<file path="src/rtl/median_output_framer.sv">
// Realigns pixel strobes to the 3x3 median filter output, tracks raster position,
// crops or replaces incomplete-window borders and streams results through a FIFO.
module median_output_framer #(
  parameter int         WIDTH       = 256,
  parameter int         HEIGHT      = 256,
  parameter int         LATENCY     = 2,
  parameter int         BORDER_MODE = 0,
  parameter logic [7:0] BORDER_VAL  = 8'd0,
  parameter int         FIFO_DEPTH  = 16
) (
  input  logic       clk,
  input  logic       rst,
  input  logic       pix_valid,
  input  logic       sof,
  input  logic [7:0] med_in,
  output logic [7:0] m_data,
  output logic       m_valid,
  input  logic       m_ready,
  output logic       m_user,
  output logic       m_last,
  output logic       frame_done,
  output logic       overflow,
  output logic       sync_err
);

  localparam int CW = (WIDTH < 4) ? 2 : $clog2(WIDTH);
  localparam int RW = (HEIGHT < 4) ? 2 : $clog2(HEIGHT);
  localparam int AW = $clog2(FIFO_DEPTH);
  localparam logic [CW-1:0] COL_MAX = CW'(WIDTH - 1);
  localparam logic [RW-1:0] ROW_MAX = RW'(HEIGHT - 1);

  typedef enum logic {IDLE, ACTIVE} state_t;

  state_t state, state_next;

  logic [LATENCY-1:0] vld_dl, sof_dl;
  logic               d_valid, d_sof;

  logic [CW-1:0] cnt_col, pos_col;
  logic [RW-1:0] cnt_row, pos_row;
  logic          beat, err, frame_end, interior;
  logic          push;
  logic [9:0]    push_entry;

  logic [9:0]    mem [FIFO_DEPTH];
  logic [AW-1:0] wr_ptr, rd_ptr, rd_next;
  logic [AW:0]   count, count_next;
  logic          full, do_push, do_pop, drop;
  logic [9:0]    head_next;

  // Alignment stage: strobes delayed to line up with med_in
  always_ff @(posedge clk or posedge rst) begin
    if (rst) begin
      vld_dl <= '0;
      sof_dl <= '0;
    end else begin
      vld_dl[0] <= pix_valid;
      sof_dl[0] <= pix_valid & sof;
      for (int i = 1; i < LATENCY; i++) begin
        vld_dl[i] <= vld_dl[i-1];
        sof_dl[i] <= sof_dl[i-1];
      end
    end
  end

  assign d_valid = vld_dl[LATENCY-1];
  assign d_sof   = sof_dl[LATENCY-1];

  always_ff @(posedge clk or posedge rst) begin
    if (rst) state <= IDLE;
    else     state <= state_next;
  end

  // Beat qualification and position of the newest window pixel
  always_comb begin
    beat    = 1'b0;
    err     = 1'b0;
    pos_col = cnt_col;
    pos_row = cnt_row;
    case (state)
      IDLE: begin
        if (d_valid) begin
          if (d_sof) begin
            beat    = 1'b1;
            pos_col = '0;
            pos_row = '0;
          end else begin
            err = 1'b1;
          end
        end
      end
      default: begin
        if (d_valid) begin
          beat = 1'b1;
          if (d_sof) begin
            err     = 1'b1;
            pos_col = '0;
            pos_row = '0;
          end
        end else begin
          err = 1'b1;
        end
      end
    endcase
    frame_end = beat && (pos_col == COL_MAX) && (pos_row == ROW_MAX);
  end

  always_comb begin
    state_next = state;
    if (frame_end)  state_next = IDLE;
    else if (beat)  state_next = ACTIVE;
  end

  always_comb begin
    interior   = (pos_row >= RW'(2)) && (pos_col >= CW'(2));
    push       = 1'b0;
    push_entry = '0;
    if (BORDER_MODE == 0) begin
      push       = beat && interior;
      push_entry = {(pos_row == RW'(2)) && (pos_col == CW'(2)), pos_col == COL_MAX, med_in};
    end else begin
      push       = beat;
      push_entry = {(pos_row == '0) && (pos_col == '0), pos_col == COL_MAX,
                    interior ? med_in : BORDER_VAL};
    end
  end

  always_ff @(posedge clk or posedge rst) begin
    if (rst) begin
      cnt_col <= '0;
      cnt_row <= '0;
    end else if (beat) begin
      if (pos_col == COL_MAX) begin
        cnt_col <= '0;
        cnt_row <= (pos_row == ROW_MAX) ? '0 : pos_row + RW'(1);
      end else begin
        cnt_col <= pos_col + CW'(1);
        cnt_row <= pos_row;
      end
    end
  end

  always_ff @(posedge clk or posedge rst) begin
    if (rst) begin
      frame_done <= 1'b0;
      overflow   <= 1'b0;
      sync_err   <= 1'b0;
    end else begin
      frame_done <= frame_end;
      overflow   <= overflow | drop;
      sync_err   <= sync_err | err;
    end
  end

  // Output FIFO stage: head entry is pre-registered onto the stream outputs
  assign full    = (count == (AW+1)'(FIFO_DEPTH));
  assign do_pop  = m_valid & m_ready;
  assign do_push = push & (~full | do_pop);
  assign drop    = push & full & ~do_pop;
  assign rd_next = do_pop ? rd_ptr + AW'(1) : rd_ptr;

  always_comb begin
    count_next = count;
    case ({do_push, do_pop})
      2'b10:   count_next = count + (AW+1)'(1);
      2'b01:   count_next = count - (AW+1)'(1);
      default: count_next = count;
    endcase
  end

  always_comb begin
    head_next = '0;
    if (count_next != '0) begin
      if (do_push && (wr_ptr == rd_next)) head_next = push_entry;
      else                                head_next = mem[rd_next];
    end
  end

  always_ff @(posedge clk) begin
    if (do_push) mem[wr_ptr] <= push_entry;
  end

  always_ff @(posedge clk or posedge rst) begin
    if (rst) begin
      wr_ptr  <= '0;
      rd_ptr  <= '0;
      count   <= '0;
      m_valid <= 1'b0;
      m_user  <= 1'b0;
      m_last  <= 1'b0;
      m_data  <= '0;
    end else begin
      if (do_push) wr_ptr <= wr_ptr + AW'(1);
      rd_ptr  <= rd_next;
      count   <= count_next;
      m_valid <= (count_next != '0);
      {m_user, m_last, m_data} <= head_next;
    end
  end

endmodule

</file>
<file path="config.mk">
export PLATFORM = sky130hd
export DESIGN_NAME = median_output_framer
export DESIGN_NICKNAME = d
export VERILOG_FILES = /design/src/rtl/median_output_framer.sv
export SDC_FILE = /design/constraint.sdc
export NUM_CORES = 1
export LEC_CHECK = 0
export CORE_MARGIN = 2
export CORE_UTILIZATION = 29
export CTS_BUF_LIST = sky130_fd_sc_hd__clkbuf_4
export DETAILED_ROUTE_END_ITERATION = 6
export PLACE_DENSITY = 0.53
export SLEW_MARGIN = 20
export SYNTH_ARGS = -nofsm -noshare
export SYNTH_HDL_FRONTEND = slang
export SYNTH_SLANG_ARGS = --single-unit
</file>
<file path="constraint.sdc">
create_clock -name clk -period 3.88 [get_ports clk]
set_input_delay 0.97 -clock clk [delete_from_list [all_inputs] [get_ports clk]]
set_output_delay 0.97 -clock clk [all_outputs]
set_load 0.02 [all_outputs]
</file>
Word level (Yosys, flattened, before mapping)
Memories as Yosys holds them, arrays and structs flattened.
Index checks and enable logic that the tools add are counted.

operators by class
  eq/ne operators = 8
  shifts and indexed selects = 0
  $mul = 0
  multiplexer cells = 23
  div/mod/pow operators = 0
  reduce and logical (&&, ||, !) cells = 8
  bitwise gates (word level) = 10
  magnitude comparators = 2
  add/subtract/negate cells = 6

operator list
  cell                 count
  $mux 8               7
  $mux 10              2
  $add 8x1->8 const B  2
  $eq 8x2->1 const B   2
  $eq 8x8->1 const B   2
  $ge 8x2->1 const B   2
  $mux 1               12
  $pmux 5 s2           1
  $add 4x1->4 const B  2
  $logic_and 1x1->1    6
  $add 5x1->5 const B  1
  $and 1x1->1          5
  $eq 5x5->1 const B   1
  $reduce_bool 5->1    1
  $sub 5x1->5 const B  1
  $eq 4x4->1           1
  $mux 4               1
  $or 1x1->1           3
  $eq 2x1->1 const B   1
  $eq 2x2->1 const B   1
  $not 1->1            2
  $reduce_bool 2->1    1

word-level totals
  memories kept = 1
  RAM bits = 160
  bits in latches = 0
  flip-flop bits (word level) = 48
  input bits = 13
  bits in read-only memories = 0
  word-level logic and storage cells = 73

memory list
  name  words  width  read ports  clocked after Yosys merged registers in  write ports  line  text
  mem   16     10     1           0                                        1            45    logic [9:0] mem [FIFO_DEPTH];

Longest topological paths before layout
  depth in word-level cells = 10
  mapped depth = 15
  gate-level depth less buffers = 13

Least setup slack after synthesis
Ideal clock, no wire load.

  path kind = register -> register
  start = register vld_dl[1]
  end = register m_last
  stages on the path, launching flop included = 15
  slack = 0.310 ns
  arrival = 3.448 ns
  data required time = 3.758 ns
  period minus slack after synthesis = 3.570 ns
  path buffers = 2
  path through = dfrtp_1 > buf_2 > nand2_1 > and2_1 > ha_1 > nor2_1 > nand3_1 > a31oi_1 > ha_1 > a21o_1 > a21oi_1 > or4b_4 > a31oi_2 > buf_6 > nor3_2

on the way
  longest elaborated chain between the ends = 9
  elaborated cells on any way between the ends = 18
  those cells by class = order compare: 2; eq/ne: 3; mux: 8; bitwise: 1; reduce/logical: 4

ends and longest elaborated chain
  what                                             line    text
  from (decl)                                      36      logic [LATENCY-1:0] vld_dl, sof_dl;
  from (signal, indexed assignment)                60      vld_dl[i] <= vld_dl[i-1];
  $mux 8                                           82, 93
  $ge 8x2->1                                       115     interior = (pos_row >= RW'(2)) && (pos_col >= CW'(2));
  $logic_and 1x1->1                                115
  $logic_and 1x1->1                                119     push = beat && interior;
  $and 1x1->1                                      158     assign do_push = push & (~full | do_pop);
  $eq 2x1->1 / $eq 2x2->1 (equally long branches)  164     case ({do_push, do_pop})
  $pmux 5 s2                                       164
  $reduce_bool 5->1                                173     if (count_next != '0) begin
  $mux 10 *                                        173
  net head_next[8]                                 49      logic [9:0] head_next;
  to (signal assigned)                             197     {m_user, m_last, m_data} <= head_next;
  to (decl)                                        20      output logic m_last,

The timed path passes the listed nets; every way through them passes the cells marked *.
A chain may end at the register's enable or synchronous reset.

Final worst setup path
  start = register vld_dl[1]
  end = register m_data[5]

on the way
  longest elaborated chain between the ends = 9
  elaborated cells on any way between the ends = 17
  those cells by class = order compare: 2; eq/ne: 2; mux: 8; bitwise: 1; reduce/logical: 4

ends and longest elaborated chain
  what                                             line    text
  $mux 8                                           82, 93
  $ge 8x2->1                                       115
  $logic_and 1x1->1                                115
  $logic_and 1x1->1 *                              119
  $and 1x1->1 *                                    158
  $eq 2x1->1 / $eq 2x2->1 (equally long branches)  164
  $pmux 5 s2                                       164
  $reduce_bool 5->1                                173
  $mux 10 *                                        173
  net head_next[5]                                 49
  to (signal assigned)                             197
  to (decl)                                        16      output logic [7:0] m_data,

Marks and branches as above.

==> key figures <==
Outcome
  • Status: completed

Critical path
  • CP Buf/Inv Count: 2
  • Crit Path Category: flip-flop to flip-flop
  • RR Endpoint: m_data[5]
  • Max incr delay on CP: 0.49 ns
  • Crit-path cells: nand2_1 -> and2_1 -> ha_1 -> nand3_1 -> a21oi_4 -> a31oi_1 -> buf_4 -> fa_1 -> a21o_1 -> a21oi_1 -> or4b_4 -> a31oi_2 -> buf_12 -> a211oi_2
  • CP delay by family, top: simple AND/OR/NAND/NOR gates
  • CP arrival: ~4.1 ns
  • Slowest CP cell: or4b_4
  • Reg2reg start: vld_dl[1]
  • R2R cell count: 14
  • Crit. End Element: flip-flop
  • R2R setup slack: between 0.2 and 0.3 ns
  • Maximum fanout along the worst path: 11
  • Crit path required time: between 4 and 5 ns
  • CP Launch Type: flip-flop

Floorplan
  • Die Span Y: about 190 µm
  • # rows: 66
  • Die ar.: around 0.035 mm²
  • Core Area: roughly 0.033 mm²
  • Starting Density: 0.296
  • Die width: roughly 190 µm
  • I/O pin count: 27

GRT
  • Total GRT Usage: 0.137
  • Congestion Overflow GR: 0
  • First-pass GRT wire length: ~37000 µm
  • Vias in the first global route: 6373
  • Initial antenna violation count: 1
  • Largest net degree at the start of global routing: 36

Power and ir drop
  • PwrDens: ~660 mW/mm²
  • Peak VDD IR: 0.260 mV
  • LEAKAGE: 4.24 nW

Layout
  • P&R area growth vs syn: 18.4%
  • Most frequent cells in the layout: edfxtp_1, clkbuf_4, buf_4
  • Fin nets: 810
  • Commonest non-fill, non-tap cell in the layout: edfxtp_1
  • Fraction of layout instances using a drive strength above 1: 0.292
  • Util after Layout: 0.351
  • Post-route design area: between 0.01 and 0.015 mm²

Synth
  • Post-Syn Instances: just under 700
  • Distinct cells, synth: 80
  • Number of storage elements in the synthesis netlist: ~210
  • Synth Flop Type: edfxtp_1
  • Post-Syn Area: slightly below 0.01 mm²
  • Mapped Nets: roughly 710
  • Syn. warnings: 0
  • Avg Inst Size Synth: 14.1 µm²
  • Number of flops mapped to enable cells by yosys: between 150 and 200
  • Seq/Total Area, Yosys: 0.620
  • Async set-reset flop share out of synthesis: 0.231

Clocking
  • CTS Root Cell: clkbuf_4
  • Total CTS buffers: 53
  • Htree depth: 2
  • CTS Hold Bufs: 0
  • Setup Buffers After CTS: 0
  • Clk slew on worst S/H paths: about 0.070 ns
  • # resized after CTS: 0
  • Skew-Pair Late Insertion Delay: just under 0.7 ns
  • TritonCTS sink count: 208
  • CTS tree: done
  • Max Root-Sink Buffers: 3

Routing
  • Avg Vias per Cell: between 4 and 5
  • WL per Instance: 18.8 µm
  • Post-DRT Antenna Nets: 0
  • # DRC: 0
  • Pre-Repair DR Iteration Count: 5
  • Initial DRC count: 412
  • Vias: slightly above 6000
  • WL final: 23900 µm

STA
  • Max Slew Vio Count: 0
  • Worst Skew: approximately 0.025 ns
  • Final worst path period share: 0.929
  • Worst setup margin: approximately 0.28 ns
  • Setup_tns: 0 ns
  • Setup-failing EPs final: 0
  • Unrepaired setup endpoints after global routing: false
  • Rel. slew slack: 0.487
  • Worst-Margin Slew: 0.767 ns
  • Top achievable clock speed: around 280 MHz
  • Fin. Hold Viols: 0
  • Post-layout min period: 3.60 ns

Hold path
  • Hold path startpoint: sof_dl[0]
  • WHS Path Cells: 0
  • Min-delay worst type: flip-flop to flip-flop
  • Hold worst-path end: sof_dl[1]

Flow run
  • Max_cap viols: 0

Placed design
  • Port buffer count: 26
  • Post-DP Area: 0.0107 mm²
  • GPL Wtd Cong: 0.825
  • Worst slack, placed: ~0.20 ns
  • HPWL after DPL: approximately 16000 µm
Yosys cell counts, drive strengths merged (14+ instances only):
| cell | number | area share |
|---|---|---|
| and3 | 32 | 0.021 |
| mux4 | 14 | 0.033 |
| nand3 | 25 | 0.013 |
| nor2 | 29 | 0.012 |
| dfrtp | 48 | 0.12 |
| inv | 14 | 0.0054 |
| nand2 | 50 | 0.020 |
| mux2 | 28 | 0.033 |
| buf | 32 | 0.024 |
| o21ai | 28 | 0.014 |
| edfxtp | 160 | 0.50 |
| a211oi | 31 | 0.029 |
| mux2i | 17 | 0.018 |
final cells by class:
type / count / area [µm²]
diodes: 1 / 2.50
clock buffers: 88 / 661
clock inverters: 12 / 81.3
fillers: 3261 / 21200
inverters: 14 / 52.6
multi-input cells: 422 / 3380
flip-flops and latches: 208 / 6010
well taps: 442 / 553
repair buffers: 85 / 728
worst max-delay path by stage:
stage               slack, ns   endpoint       from  cells past startpoint
floorplan                0.31     m_last  vld_dl[1]                     14
global placement         0.25  m_data[3]    m_ready                     11
detailed placement       0.20  m_data[6]    m_ready                     11
CTS                      0.27  m_data[7]  vld_dl[1]                     14
global route             0.09  m_data[5]  sof_dl[1]                     14
finish                   0.28  m_data[5]  vld_dl[1]                     14
cell families (layout without fill, tap and decap cells):
| kind of cell | after synthesis | in the layout | synth area share |
|---|---|---|---|
| DFF | 208 | 208 | 0.620 |
| and+or+nand+nor | 183 | 183 | 0.107 |
| AOI/OAI and AO/OA | 151 | 151 | 0.121 |
| muxes | 59 | 59 | 0.0827 |
| buffers and inverters | 58 | 199 | 0.0339 |
| xor gates and xnor gates | 16 | 16 | 0.0168 |
| adders and majority gates | 13 | 13 | 0.0176 |
| other | 0 | 1 | 0 |
power by group:
group	total (W)	internal, W	switching, W
combinational	0.00282	0.00129	0.00153
sequential	0.00271	0.00253	0.000176
clock	0.00199	0.00109	0.000895
total	0.00751	0.00492	0.00260
state kept, by name (all words and copies together), names as in the netlist, 2 cells and up:
name     count
cnt_row      8
count        5
m_data       8
cnt_col      8
rd_ptr       4
vld_dl       2
sof_dl       2
mem        160
wr_ptr       4
per-layer routing:
metal | vias up | GRT usage | part of all wire
li1 | 2913 | - | -
met2 | 146 | 0.222 | 0.48
met4 | 0 | 0.0504 | 0.021
met5 | - | 0 | 0
met3 | 29 | 0.0267 | 0.048
met1 | 3143 | 0.181 | 0.46
worst register-to-register path, cell delays in order, from the launching register on:
cell and delay (ns):
dfrtp_1 0.38, nand2_1 0.25, and2_1 0.25, ha_1 0.21, nand3_1 0.13, a21oi_4 0.20, a31oi_1 0.14, buf_4 0.18
fa_1 0.39, a21o_1 0.19, a21oi_1 0.19, or4b_4 0.49, a31oi_2 0.24, buf_12 0.19, a211oi_2 0.05
metrics by stage:
stage                     cells  total power [W]  hold WS [ns]
after floorplan             688          0.00478         0.331
after global placement     1171          0.00558         0.348
after detailed placement   1171          0.00558         0.347
after CTS                  1271          0.00760         0.362
after global routing       1272          0.00793         0.383
final                      1272          0.00751         0.361
(Power assumes the default switching activity.)
